==> config.mk <==
export PLATFORM = sky130hd
export DESIGN_NAME = product_display_driver_flat
export DESIGN_NICKNAME = d
export VERILOG_FILES = /design/src/rtl/product_display_driver_if.sv /design/src/rtl/product_display_driver.sv /design/src/flat_wrapper.sv
export SDC_FILE = /design/constraint.sdc
export NUM_CORES = 1
export LEC_CHECK = 0
export CORE_ASPECT_RATIO = 0.5
export CORE_MARGIN = 2
export CORE_UTILIZATION = 68
export DETAILED_ROUTE_END_ITERATION = 7
export DONT_BUFFER_PORTS = 1
export HOLD_SLACK_MARGIN = 0.08
export PLACE_DENSITY_LB_ADDON = 0.15
export SLEW_MARGIN = 20
export SYNTH_ARGS = -nofsm -noshare
export SYNTH_HDL_FRONTEND = slang
export SYNTH_SLANG_ARGS = --single-unit
==> constraint.sdc <==
create_clock -name clk -period 5.77 [get_ports clk]
set_input_delay 0.2885 -clock clk [delete_from_list [all_inputs] [get_ports clk]]
set_output_delay 0.2885 -clock clk [all_outputs]
set_load 0.02 [all_outputs]
==> src/rtl/product_display_driver_if.sv <==
// Display-driver bus: product/strobe in, segment drive, digit select and busy out.
interface product_display_driver_if;
    logic [5:0] i_product;
    logic       i_valid;
    logic [6:0] o_segments;
    logic       o_lsb_digit;
    logic       o_busy;

    modport master (
        output i_product,
        output i_valid,
        input  o_segments,
        input  o_lsb_digit,
        input  o_busy
    );

    modport slave (
        input  i_product,
        input  i_valid,
        output o_segments,
        output o_lsb_digit,
        output o_busy
    );
endinterface

==> src/rtl/product_display_driver.sv <==
// product_display_driver: converts a 6-bit product to two BCD digits with a
// sequential double-dabble FSM and multiplexes them onto one 7-segment bus.
// Optional build macro LEADING_ZERO_BLANK_EN blanks a zero tens digit.
module product_display_driver #(
    parameter int REFRESH_DIV    = 1024,
    parameter bit SEG_ACTIVE_LOW = 1'b0
) (
    input  logic                      clk,
    input  logic                      reset_n,
    product_display_driver_if.slave   bus
);

    typedef enum logic [1:0] {
        S_IDLE    = 2'd0,
        S_CONVERT = 2'd1,
        S_LATCH   = 2'd2
    } state_t;

    localparam int               CNT_W   = (REFRESH_DIV > 2) ? $clog2(REFRESH_DIV) : 1;
    localparam logic [CNT_W-1:0] CNT_MAX = CNT_W'(REFRESH_DIV - 1);
    localparam logic [6:0]       SEG_ZERO = 7'h3F;
    localparam logic [6:0]       SEG_RESET = SEG_ACTIVE_LOW ? ~SEG_ZERO : SEG_ZERO;

    state_t           r_state;
    state_t           w_next_state;
    logic [13:0]      r_shift;
    logic [2:0]       r_iter;
    logic [3:0]       r_tens;
    logic [3:0]       r_units;
    logic [CNT_W-1:0] r_cnt;
    logic             r_lsb;
    logic [6:0]       r_segments;

    logic             w_busy;
    logic             w_load;
    logic             w_step;
    logic             w_latch;
    logic             w_wrap;
    logic             w_next_lsb;
    logic [3:0]       w_digit;
    logic [6:0]       w_seg_raw;
    logic [6:0]       w_seg_drive;

    // One double-dabble iteration: +3 on any BCD nibble >= 5, then shift left.
    function automatic logic [13:0] dabble_step(input logic [13:0] s);
        logic [3:0] t;
        logic [3:0] u;
        t = s[13:10];
        u = s[9:6];
        if (t >= 4'd5) t = t + 4'd3;
        if (u >= 4'd5) u = u + 4'd3;
        return {t[2:0], u, s[5:0], 1'b0};
    endfunction

    function automatic logic [6:0] seg_encode(input logic [3:0] d);
        case (d)
            4'd0:    return 7'h3F;
            4'd1:    return 7'h06;
            4'd2:    return 7'h5B;
            4'd3:    return 7'h4F;
            4'd4:    return 7'h66;
            4'd5:    return 7'h6D;
            4'd6:    return 7'h7D;
            4'd7:    return 7'h07;
            4'd8:    return 7'h7F;
            4'd9:    return 7'h6F;
            default: return 7'h00;
        endcase
    endfunction

    // FSM state register.
    // NOTE: sequential state uses non-blocking (<=) so every flop samples pre-edge values.
    always_ff @(posedge clk or negedge reset_n) begin
        if (!reset_n) r_state <= S_IDLE;
        else          r_state <= w_next_state;
    end

    // FSM next-state logic: six CONVERT iterations, then one LATCH cycle.
    // NOTE: every comb output gets a default first so no latch is inferred.
    always_comb begin
        w_next_state = r_state;
        case (r_state)
            S_IDLE:    if (bus.i_valid)      w_next_state = S_CONVERT;
            S_CONVERT: if (r_iter == 3'd5)   w_next_state = S_LATCH;
            S_LATCH:                         w_next_state = S_IDLE;
            default:                         w_next_state = S_IDLE;
        endcase
    end

    // FSM output decode; strobes arriving outside IDLE are simply not loaded.
    always_comb begin
        w_busy  = 1'b0;
        w_load  = 1'b0;
        w_step  = 1'b0;
        w_latch = 1'b0;
        case (r_state)
            S_IDLE:    w_load = bus.i_valid;
            S_CONVERT: begin w_busy = 1'b1; w_step  = 1'b1; end
            S_LATCH:   begin w_busy = 1'b1; w_latch = 1'b1; end
            default:   ;
        endcase
    end

    // Conversion datapath: load the binary value, then iterate double-dabble.
    always_ff @(posedge clk or negedge reset_n) begin
        if (!reset_n) begin
            r_shift <= '0;
            r_iter  <= '0;
        end else if (w_load) begin
            r_shift <= {8'h00, bus.i_product};
            r_iter  <= '0;
        end else if (w_step) begin
            r_shift <= dabble_step(r_shift);
            r_iter  <= r_iter + 3'd1;
        end
    end

    // Display registers hold the previous value until the conversion completes.
    always_ff @(posedge clk or negedge reset_n) begin
        if (!reset_n) begin
            r_tens  <= '0;
            r_units <= '0;
        end else if (w_latch) begin
            r_tens  <= r_shift[13:10];
            r_units <= r_shift[9:6];
        end
    end

    assign w_wrap     = (r_cnt == CNT_MAX);
    assign w_next_lsb = w_wrap ? ~r_lsb : r_lsb;

    // Segment source follows the post-edge digit select so bus and select agree.
    always_comb begin
        w_digit   = w_next_lsb ? r_units : r_tens;
        w_seg_raw = seg_encode(w_digit);
`ifdef LEADING_ZERO_BLANK_EN
        if (!w_next_lsb && (r_tens == 4'd0)) w_seg_raw = 7'h00;
`endif
        w_seg_drive = SEG_ACTIVE_LOW ? ~w_seg_raw : w_seg_raw;
    end

    // Free-running refresh counter, digit select and registered segment bus.
    always_ff @(posedge clk or negedge reset_n) begin
        if (!reset_n) begin
            r_cnt      <= '0;
            r_lsb      <= 1'b1;
            r_segments <= SEG_RESET;
        end else begin
            r_cnt      <= w_wrap ? '0 : r_cnt + 1'b1;
            r_lsb      <= w_next_lsb;
            r_segments <= w_seg_drive;
        end
    end

    assign bus.o_segments  = r_segments;
    assign bus.o_lsb_digit = r_lsb;
    assign bus.o_busy      = w_busy;

endmodule

==> src/flat_wrapper.sv <==
// flat-port wrapper written by rule: the top's interface ports become plain ports
module product_display_driver_flat 
#(
    parameter int REFRESH_DIV    = 1024,
    parameter bit SEG_ACTIVE_LOW = 1'b0
)
  (clk, reset_n, bus_i_product, bus_i_valid, bus_o_segments, bus_o_lsb_digit, bus_o_busy);
  product_display_driver_if bus_i ();
  input  logic clk;
  input  logic reset_n;
  input wire logic [$bits(bus_i.i_product)-1:0] bus_i_product;
  input wire logic [$bits(bus_i.i_valid)-1:0] bus_i_valid;
  output wire logic [$bits(bus_i.o_segments)-1:0] bus_o_segments;
  output wire logic [$bits(bus_i.o_lsb_digit)-1:0] bus_o_lsb_digit;
  output wire logic [$bits(bus_i.o_busy)-1:0] bus_o_busy;
  assign bus_i.i_product = bus_i_product;
  assign bus_i.i_valid = bus_i_valid;
  assign bus_o_segments = bus_i.o_segments;
  assign bus_o_lsb_digit = bus_i.o_lsb_digit;
  assign bus_o_busy = bus_i.o_busy;
  product_display_driver #(.REFRESH_DIV(REFRESH_DIV), .SEG_ACTIVE_LOW(SEG_ACTIVE_LOW)) u_core (.clk(clk), .reset_n(reset_n), .bus(bus_i));
endmodule
==> run summary, run 1 <==
Global routing
* **global-route usage over all layers** 24.38%
* **first-pass GRT wire length** 7866 um
* **maximum number of pins on one net before global-route repair** 46
* **number of antenna violations at the first check in global routing** 0
* **total overflow reported by the global router** 0
* **number of global-route vias before repair** 1682

Synthesis
* **proportion of netlist area held by the largest area contributor** 37.48%
* **post-synthesis async set-or-reset flop share** 100.0%
* **library cells used by synthesis** 48
* **Cell Area, Synth** 2537 um2
* **post-synthesis instance total** 241
* **sequential share of the synthesized area** 44.72%
* **top cells by area, synth** dfrtp_1, ha_1, dfstp_2
* **EDFF count, synth** 0
* **register bit count reported by yosys** 45
* **library cell with the largest summed area after synthesis** dfrtp_1
* **Syn Nets** 267
* **Avg Synthesized Cell Area** 10.53 um2
* **leading register cell type out of synthesis** dfrtp_1
* **Yosys warnings** 0

Route
* **final routed wirelength across all metal layers** 4706 um
* **DRT iter0 DRCs** 84
* **DR pass1 iterations** 5
* **residual antenna-violating net count after detailed routing** 0
* **drc violations** 0
* **Via-to-Cell Ratio** 6.118
* **wire length per cell** 15.90 um
* **via count** 1811

Timing
* **achievable frequency** 0.3417 GHz
* **portion of the clock cycle consumed by the worst path in the final layout** 50.72%
* **number of setup violations in the final report** 0
* **final total negative setup slack** 0 ns
* **minimum clock period** 2.927 ns
* **worst slew margin relative to its limit** 30.06%
* **Worst Tran Pin Value** 1.048 ns
* **clk_skew** 0.006147 ns
* **setup repair after global routing missed its margin** no
* **final number of hold-violating endpoints** 0
* **Slew Limit Fails** 0

Die
* **count of pins on the block boundary** 18
* **Site Rows** 15
* **die extent in y** 47.20 um
* **core area** 3510 um2
* **Initial Util** 72.30%
* **Total Die Area** 4266 um2
* **die extent in x** 90.39 um

CTS
* **number of cells upsized or downsized after cts** 0
* **Clock Sinks** 45
* **Longest Clk Path Bufs** 2
* **number of buffers added by the clock tree synthesis step** 5
* **H-tree depth reported by CTS** 2
* **Reg clk slew, reported paths** 0.09 ns
* **clock latency at the later pin of the worst-skew pair** 0.30 ns
* **clock root buffer** clkbuf_8
* **clock tree from TritonCTS** built

Worst setup path
* **endpoint class of the critical path** register
* **Worst Path Class, Setup** register to register
* **worst reg2reg startpoint** u_core.r_cnt[0]
* **arrival time of data at the critical path endpoint** 3.12 ns
* **reg-to-reg setup timing slack** 2.84 ns
* **CP required** 5.96 ns
* **length in cells of the worst reg-to-reg path** 11
* **largest fanout on the critical path** 5
* **launching element type of the critical path** register
* **end of the worst register-to-register path** u_core.bus.o_segments[0]

Outcome
* **outcome** finished, final reports clean

Final layout
* **ratio of cells with drive above 1 in the final layout** 15.10%
* **Antenna Diode Count** 0
* **Area Growth Syn to Fin** 7.347%
* **fin cells** 296
* **fin nets** 270

Place
* **total placed cells including tap cells** 286
* **global placement routability congestion** 0.8915
* **I/O Buffers** 0
* **final HPWL from detailed placement** 3188 um

Min path
* **hold wc startpoint** bus_i_product[3]
* **kind of path behind the tightest hold check** primary input to register
* **Worst Hold Path Cells** 2
* **capture endpoint of the worst hold path** u_core.r_shift[3]

Pwr
* **leakage power of the design** 0.001212 uW
* **worst supply voltage drop on vdd** 0.3427 mV
* **Power Density** 457.0 nW/um2

Job
* **max-capacitance violation count** 0

==> flip-flops by register name, summed over array words and instances, names as in the netlist <==
name,count
u_core.r_tens,4
u_core.r_state,2
u_core.r_shift,14
u_core.bus.o_segments,7
u_core.r_iter,3
u_core.r_units,4
u_core.r_cnt,10
u_core.bus.o_lsb_digit,1
==> where the power goes <==
group          leakage (uW)  switching, uW  total, uW  internal (uW)
clock network     0.0000554            109        239            130
logic              0.000589            260        474            214
registers          0.000568            109        532            423
==> worst max-delay path by stage <==
stage | start | endpoint | slack (ns) | cells after the start
2_1_floorplan | u_core.r_cnt[0] | u_core.bus.o_segments[4] | 3.30 | 12
3_3_place_gp | u_core.r_cnt[0] | u_core.bus.o_segments[0] | 3.11 | 11
3_5_place_dp | u_core.r_cnt[0] | u_core.bus.o_segments[3] | 2.96 | 11
4_1_cts | u_core.r_cnt[0] | u_core.bus.o_segments[3] | 2.91 | 11
5_1_grt | u_core.r_cnt[0] | u_core.bus.o_segments[4] | 2.67 | 12
6_report | u_core.r_cnt[0] | u_core.bus.o_segments[0] | 2.84 | 11
==> logic make-up after synthesis <==
group / Yosys count / synth area share, %
DFF: 45 / 44.72
muxes: 23 / 9.664
buffers and inverters: 20 / 3.106
AOI/OAI and AO/OA: 44 / 12.77
xor gates and xnor gates: 12 / 4.142
and+or+nand+nor: 80 / 17.21
adders and majority gates: 17 / 8.382
==> placed cells by master, fill, tap and decap left out, types with 2 or more instances in the layout <==
master      n
mux2i_1    14
dfstp_2     7
nor3_1      2
nand3b_1    2
ha_1       17
clkbuf_8    5
inv_1      14
a21oi_1    11
nand4_1     2
o21ai_0    13
nor2_2      2
a2111oi_2   2
xnor2_1     5
mux2_2      8
nor2_1     18
nand2_1    22
a31oi_1     2
nor2b_1     4
dfrtp_1    38
a32oi_1     3
and4_1      2
xor2_1      7
nand3_1     5
o32ai_1     2
nand2b_1   12
==> synth_stat cells (all sizes together), types with 3 or more instances <==
cell type / instances
nor3: 3
nor2b: 4
nand4: 4
xor2: 7
mux2: 9
nor2: 20
nand3: 5
dfstp: 7
a21oi: 11
ha: 17
inv: 14
mux2i: 14
o21ai: 13
xnor2: 5
clkbuf: 4
a32oi: 4
nand2b: 12
nand2: 22
and4: 3
dfrtp: 38
==> worst max-delay path, cell delays in order (launching register included) <==
cell and delay (ns):
dfrtp_1 0.39, ha_1 0.27, and4_1 0.30, nand4_1 0.16, and2_2 0.26, inv_1 0.13
mux2i_1 0.43, inv_1 0.15, ha_1 0.24, nand2b_1 0.08, mux2i_1 0.10, o32ai_1 0.33
==> area by class of cell <==
class                      count  area, um2
clock inverter                 2      38.79
fill                         242      785.8
clock buffer                   6      72.57
multi-input combinational    176       1324
sequential                    45       1135
inverter                      14      52.55
tap                           51      63.81
timing repair buffer           2      37.54
==> repair_timing <==
| item | 4_1_cts | 5_1_grt |
|---|---|---|
| endpoints found under the setup margin | 0 | 0 |
| endpoints found under the hold margin | 45 | 0 |
| buffers inserted | 0 | 0 |
| hold buffers | 2 | 0 |
==> through the flow <==
stage	utilization (%)	setup WS (ns)	hold slack, ns	cell area [um2]	power, uW
2_1_floorplan	-	3.301	-0.007091	2537	892.9
3_3_place_gp	73.37	3.114	-0.006126	2575	966.1
3_5_place_dp	73.37	2.958	-0.006136	2575	992.9
4_1_cts	77.61	2.911	0.1044	2724	1242
5_1_grt	77.61	2.672	0.09919	2724	1331
6_report	77.61	2.843	0.1041	2724	1245
==> layer usage <==
layer  track usage [%]  share of wire, %
met4             7.692               1.4
met2             41.35                46
met1             31.06                47
met3             8.186               6.3
met5                 0                 0
No activity file was read; power rests on OpenSTA's default activity.
==> run 2: changes to the inputs <==
Settings changed: ABC_AREA set to 1, CORE_UTILIZATION 68 to 57.
Clock period 5.77 ns to 2.4 ns, I/O delays scaled along.
==> run summary, run 2 <==
Synthesis
* **library cells used by synthesis** 30
* **Cell Area, Synth** 2380 um2
* **leading register cell type out of synthesis** dfrtp_1
* **synth cell count leaders** nand2_1, dfrtp_1, inv_1
* **proportion of netlist area held by the largest area contributor** 39.96%
* **sequential share of the synthesized area** 47.69%
* **Avg Synthesized Cell Area** 9.481 um2
* **register bit count reported by yosys** 45
* **Syn Nets** 277
* **post-synthesis instance total** 251
* **top cells by area, synth** dfrtp_1, ha_1, nand2_1
* **EDFF count, synth** 0
* **Yosys warnings** 0
* **post-synthesis async set-or-reset flop share** 100.0%
* **leading cell type by number of instances after synthesis** nand2_1
* **library cell with the largest summed area after synthesis** dfrtp_1

Job
* **max-capacitance violation count** 0

Worst setup path
* **library cell contributing the largest single delay on the critical path** dfrtp_1
* **largest fanout on the critical path** 7
* **endpoint class of the critical path** register
* **critical path cell sequence** ha_1, nand2_2, nor2_8, nand3_4, nand2_4, nand2_4, nand2_1, nand2_1, ha_1, nand3_1, nand2_1, nand2_1, nand2_1
* **Worst Path Class, Setup** register to register
* **delay contributed by the slowest stage of the critical path** 0.39 ns
* **CP required** 2.62 ns
* **arrival time of data at the critical path endpoint** 2.30 ns
* **launching element type of the critical path** register
* **length in cells of the worst reg-to-reg path** 13
* **most frequent cell on the critical path** nand2_1

Timing
* **Worst Tran Pin Value** 0.4594 ns
* **final total negative setup slack** 0 ns
* **achievable frequency** 0.4811 GHz
* **final number of hold-violating endpoints** 0
* **minimum clock period** 2.079 ns
* **worst slew margin relative to its limit** 69.38%
* **clk_skew** 0.01457 ns
* **setup repair after global routing missed its margin** no
* **Slew Limit Fails** 0
* **portion of the clock cycle consumed by the worst path in the final layout** 86.61%
* **worst hold slack across all endpoints** 0.09296 ns
* **number of setup violations in the final report** 0

Die
* **Total Die Area** 4739 um2
* **Initial Util** 60.04%
* **die extent in x** 95.38 um
* **count of pins on the block boundary** 18
* **Site Rows** 16
* **die extent in y** 49.69 um
* **core area** 3964 um2

Route
* **final routed wirelength across all metal layers** 4027 um
* **via count** 1620
* **Via-to-Cell Ratio** 5.078
* **drc violations** 0
* **wire length per cell** 12.62 um
* **residual antenna-violating net count after detailed routing** 0
* **DR pass1 iterations** 4
* **DRT iter0 DRCs** 47

Pwr
* **leakage power of the design** 0.001299 uW
* **worst supply voltage drop on vdd** 0.7537 mV
* **Power Density** 1072 nW/um2
* **overall power** 2845 uW

Place
* **I/O Buffers** 0
* **final HPWL from detailed placement** 2776 um
* **global placement routability congestion** 0.8055

Final layout
* **final core area utilization** 66.95%
* **max reg flops** 14
* **Antenna Diode Count** 0
* **most frequent cells in the layout** nand2_1, inv_1, dfrtp_1
* **commonest non-fill, non-tap cell in the layout** nand2_1
* **register bank with the most flops** u_core.r_shift
* **ratio of cells with drive above 1 in the final layout** 13.58%
* **fin nets** 290
* **area taken by multi-input logic gates** 1085 um2
* **FILL cells** 324
* **Area Growth Syn to Fin** 11.51%
* **flip-flop and latch area** 1135 um2

Global routing
* **number of antenna violations at the first check in global routing** 0
* **number of global-route vias before repair** 1628
* **first-pass GRT wire length** 7327 um
* **maximum number of pins on one net before global-route repair** 46
* **global-route usage over all layers** 19.93%
* **total overflow reported by the global router** 0

Min path
* **Worst Hold Path Cells** 3
* **kind of path behind the tightest hold check** primary input to register

CTS
* **Longest Clk Path Bufs** 2
* **Reg clk slew, reported paths** 0.09 ns
* **clock root buffer** clkbuf_8
* **clock latency at the later pin of the worst-skew pair** 0.29 ns
* **H-tree depth reported by CTS** 2
* **number of cells upsized or downsized after cts** 0
* **number of buffers added by the clock tree synthesis step** 5
* **total setup buffers inserted after CTS** 0
* **Clock Sinks** 45
* **CTS hold repair buffers** 9
* **clock tree from TritonCTS** built

Outcome
* **outcome** finished, final reports clean

run 2: cell type report:
type                       instances  share of cell area, %
clock buffer                       6                  2.735
clock inverter                     2                  1.462
inverter                          39                  5.563
multi-input combinational        164                  40.88
sequential                        45                  42.76
tap                               54                  2.546
timing repair buffer               9                  4.055
run 2: worst max-delay path: cells and delay by family (launching register included):
| family | cells | cell delay, ns |
|---|---|---|
| and+or+nand+nor | 11 | 1.10 |
| adders and majority gates | 2 | 0.53 |
| DFF | 1 | 0.39 |
run 2: final timing paths:
check | from | end | slack (ns)
worst max-delay path | u_core.r_cnt[0] | u_core.bus.o_segments[3] | 0.32
worst min-delay path | bus_i_valid | u_core.r_state[1] | 0.09
worst max register to register | u_core.r_cnt[0] | u_core.bus.o_segments[3] | 0.32
worst min register to register | u_core.r_cnt[6] | u_core.r_cnt[6] | 0.49
max in group asynchronous | reset_n | u_core.bus.o_segments[4] | 1.75
min in group asynchronous | reset_n | u_core.r_cnt[9] | 0.38
run 2: kinds of logic (layout without fill, tap and decap cells):
logic type | Yosys count | in the layout | share of synthesized area (%)
adder cells (fa/ha/maj) | 17 | 17 | 8.938
XOR/XNOR | 6 | 6 | 2.208
buffers and inverters | 42 | 56 | 6.730
AO/OA/AOI/OAI | 42 | 42 | 11.09
AND/OR/NAND/NOR | 99 | 99 | 23.34
flip-flops | 45 | 45 | 47.69
run 2: per-stage QoR:
stage               setup WS (ns)  std cells  area, um2
finish                     0.3214        319       2654
global route               0.1175        319       2654
CTS                        0.3104        319       2654
detailed placement         0.3329        302       2435
global placement           0.4404        302       2435
floorplan                  0.5212        251       2380
run 2: metal layers:
layer / up-vias / global-route usage (%) / wire (um)
li1: 837 / - / -
met1: 753 / 26.74 / 1994
met4: 0 / 2.381 / 11
met3: 2 / 6.422 / 145
met5: - / 0 / 0
met2: 28 / 32.86 / 1876
run 2: where the power goes:
group	leakage, uW	switching (uW)	internal [uW]
sequential	0.000559	191	1040
combinational	0.000685	661	384
clock	0.0000554	258	313
==> run 3: changes to the inputs <==
Settings changed: REMOVE_ABC_BUFFERS set to 1.
==> run summary, run 3 (same netlist as run 2, synthesis figures left out) <==
Outcome
* **outcome** finished, final reports clean

Timing
* **setup repair after global routing missed its margin** no
* **number of setup violations in the final report** 0
* **minimum clock period** 2.022 ns
* **worst-case setup margin in the final layout** 0.3780 ns
* **achievable frequency** 0.4946 GHz
* **clk_skew** 0.005453 ns
* **worst hold slack across all endpoints** 0.1005 ns
* **final total negative setup slack** 0 ns
* **final number of hold-violating endpoints** 0
* **Worst Tran Pin Value** 0.4516 ns
* **worst slew margin relative to its limit** 69.89%
* **Slew Limit Fails** 0
* **portion of the clock cycle consumed by the worst path in the final layout** 84.25%

Die
* **Total Die Area** 4739 um2
* **die extent in x** 95.38 um
* **core area** 3964 um2
* **count of pins on the block boundary** 18
* **Site Rows** 16
* **die extent in y** 49.69 um
* **Initial Util** 60.04%

Route
* **wire length per cell** 11.88 um
* **DR pass1 iterations** 4
* **DRT iter0 DRCs** 52
* **residual antenna-violating net count after detailed routing** 0
* **drc violations** 0
* **via count** 1606
* **Via-to-Cell Ratio** 5.034
* **final routed wirelength across all metal layers** 3790 um

CTS
* **Reg clk slew, reported paths** 0.08 ns
* **total setup buffers inserted after CTS** 0
* **clock tree from TritonCTS** built
* **number of cells upsized or downsized after cts** 0
* **Clock Sinks** 45
* **clock root buffer** clkbuf_8
* **number of buffers added by the clock tree synthesis step** 5
* **Longest Clk Path Bufs** 2
* **CTS hold repair buffers** 9
* **H-tree depth reported by CTS** 2
* **clock latency at the later pin of the worst-skew pair** 0.30 ns

Global routing
* **maximum number of pins on one net before global-route repair** 46
* **number of global-route vias before repair** 1586
* **number of antenna violations at the first check in global routing** 0
* **total overflow reported by the global router** 0
* **global-route usage over all layers** 18.66%
* **first-pass GRT wire length** 6934 um

Final layout
* **fin cells** 319
* **Antenna Diode Count** 0
* **register bank with the most flops** u_core.r_shift
* **fin nets** 290
* **commonest non-fill, non-tap cell in the layout** nand2_1
* **max reg flops** 14
* **ratio of cells with drive above 1 in the final layout** 13.58%
* **Area Growth Syn to Fin** 10.31%
* **most frequent cells in the layout** nand2_1, inv_1, dfrtp_1

Worst setup path
* **Worst Path Class, Setup** register to register
* **cell class contributing the biggest share of worst-path delay** simple AND/OR/NAND/NOR gates
* **critical path cell sequence** ha_1, nand2_2, nor2_8, nand3_4, nand2_4, nand2_4, nand2_1, nand2_1, inv_1, ha_1, nand3b_1, nand2_1, nand2_1, nand2_1
* **reg-to-reg setup timing slack** 0.38 ns
* **arrival time of data at the critical path endpoint** 2.27 ns
* **delay contributed by the slowest stage of the critical path** 0.40 ns
* **number of buffers and inverters on the critical path** 1
* **launching element type of the critical path** register
* **largest fanout on the critical path** 7
* **library cell contributing the largest single delay on the critical path** dfrtp_1
* **CP required** 2.65 ns
* **endpoint class of the critical path** register
* **most frequent cell on the critical path** nand2_1

Place
* **worst slack at placement** 0.3905 ns
* **total placed cells including tap cells** 302
* **I/O Buffers** 0
* **global placement routability congestion** 0.8052
* **final HPWL from detailed placement** 2629 um

Pwr
* **net switching power of the design** 1095 uW
* **Power Density** 1036 nW/um2
* **portion of total power attributed to sequential cells** 45.3%
* **Switching Fraction** 40.28%
* **clock network power share** 16.8%
* **overall power** 2718 uW
* **combinational cell fraction of total power** 37.9%
* **internal power** 1623 uW
* **leakage power of the design** 0.001289 uW
* **worst supply voltage drop on vdd** 0.8626 mV

Job
* **max-capacitance violation count** 0

Min path
* **kind of path behind the tightest hold check** primary input to register

==> run 3: worst reg2reg max path: cells and delay by family, from the launching register on <==
kind	cells	cell delay, ns
flip-flops	1	0.40
adder cells (fa/ha/maj)	2	0.42
AND/OR/NAND/NOR	11	1.04
buffers and inverters	1	0.11
==> run 3: final timing paths <==
| check | from | end | cells after the start |
|---|---|---|---|
| setup / recovery | u_core.r_cnt[0] | u_core.bus.o_segments[0] | 14 |
| hold / removal | bus_i_valid | u_core.r_state[1] | 3 |
| setup reg to reg | u_core.r_cnt[0] | u_core.bus.o_segments[0] | 14 |
| hold reg to reg | u_core.r_shift[13] | u_core.r_tens[3] | 2 |
| max in group asynchronous | reset_n | u_core.bus.o_lsb_digit | 2 |
| min in group asynchronous | reset_n | u_core.r_cnt[6] | 2 |
==> run 3: metal layers <==
metal	track usage, %	vias to the layer above	wire (um)
met5	0	-	0
met4	5.000	0	39
met3	5.657	6	145
met2	29.81	22	1676
met1	24.90	743	1929
li1	-	835	-
==> run 3: power groups by stage <==
stage | sequential (uW) | clock [uW] | combinational, uW
2_1_floorplan | 1220 | 0 | 831
3_3_place_gp | 1240 | 0 | 982
3_5_place_dp | 1250 | 0 | 1000
4_1_cts | 1230 | 469 | 1040
5_1_grt | 1260 | 501 | 1220
6_report | 1230 | 457 | 1030
==> run 3: layout make-up <==
cell class / count / area, um2
Fill cell: 322 / 1339
Sequential cell: 45 / 1135
Multi-Input combinational cell: 164 / 1085
Inverter: 39 / 147.6
Timing Repair Buffer: 9 / 107.6
Clock buffer: 6 / 72.57
Tap cell: 54 / 67.56
Clock inverter: 2 / 10.01
==> run 3: through the flow <==
stage | cell area, um2 | utilization (%)
2_1_floorplan | 2367 | -
3_3_place_gp | 2435 | 61.43
3_5_place_dp | 2435 | 61.43
4_1_cts | 2625 | 66.22
5_1_grt | 2625 | 66.22
6_report | 2625 | 66.22
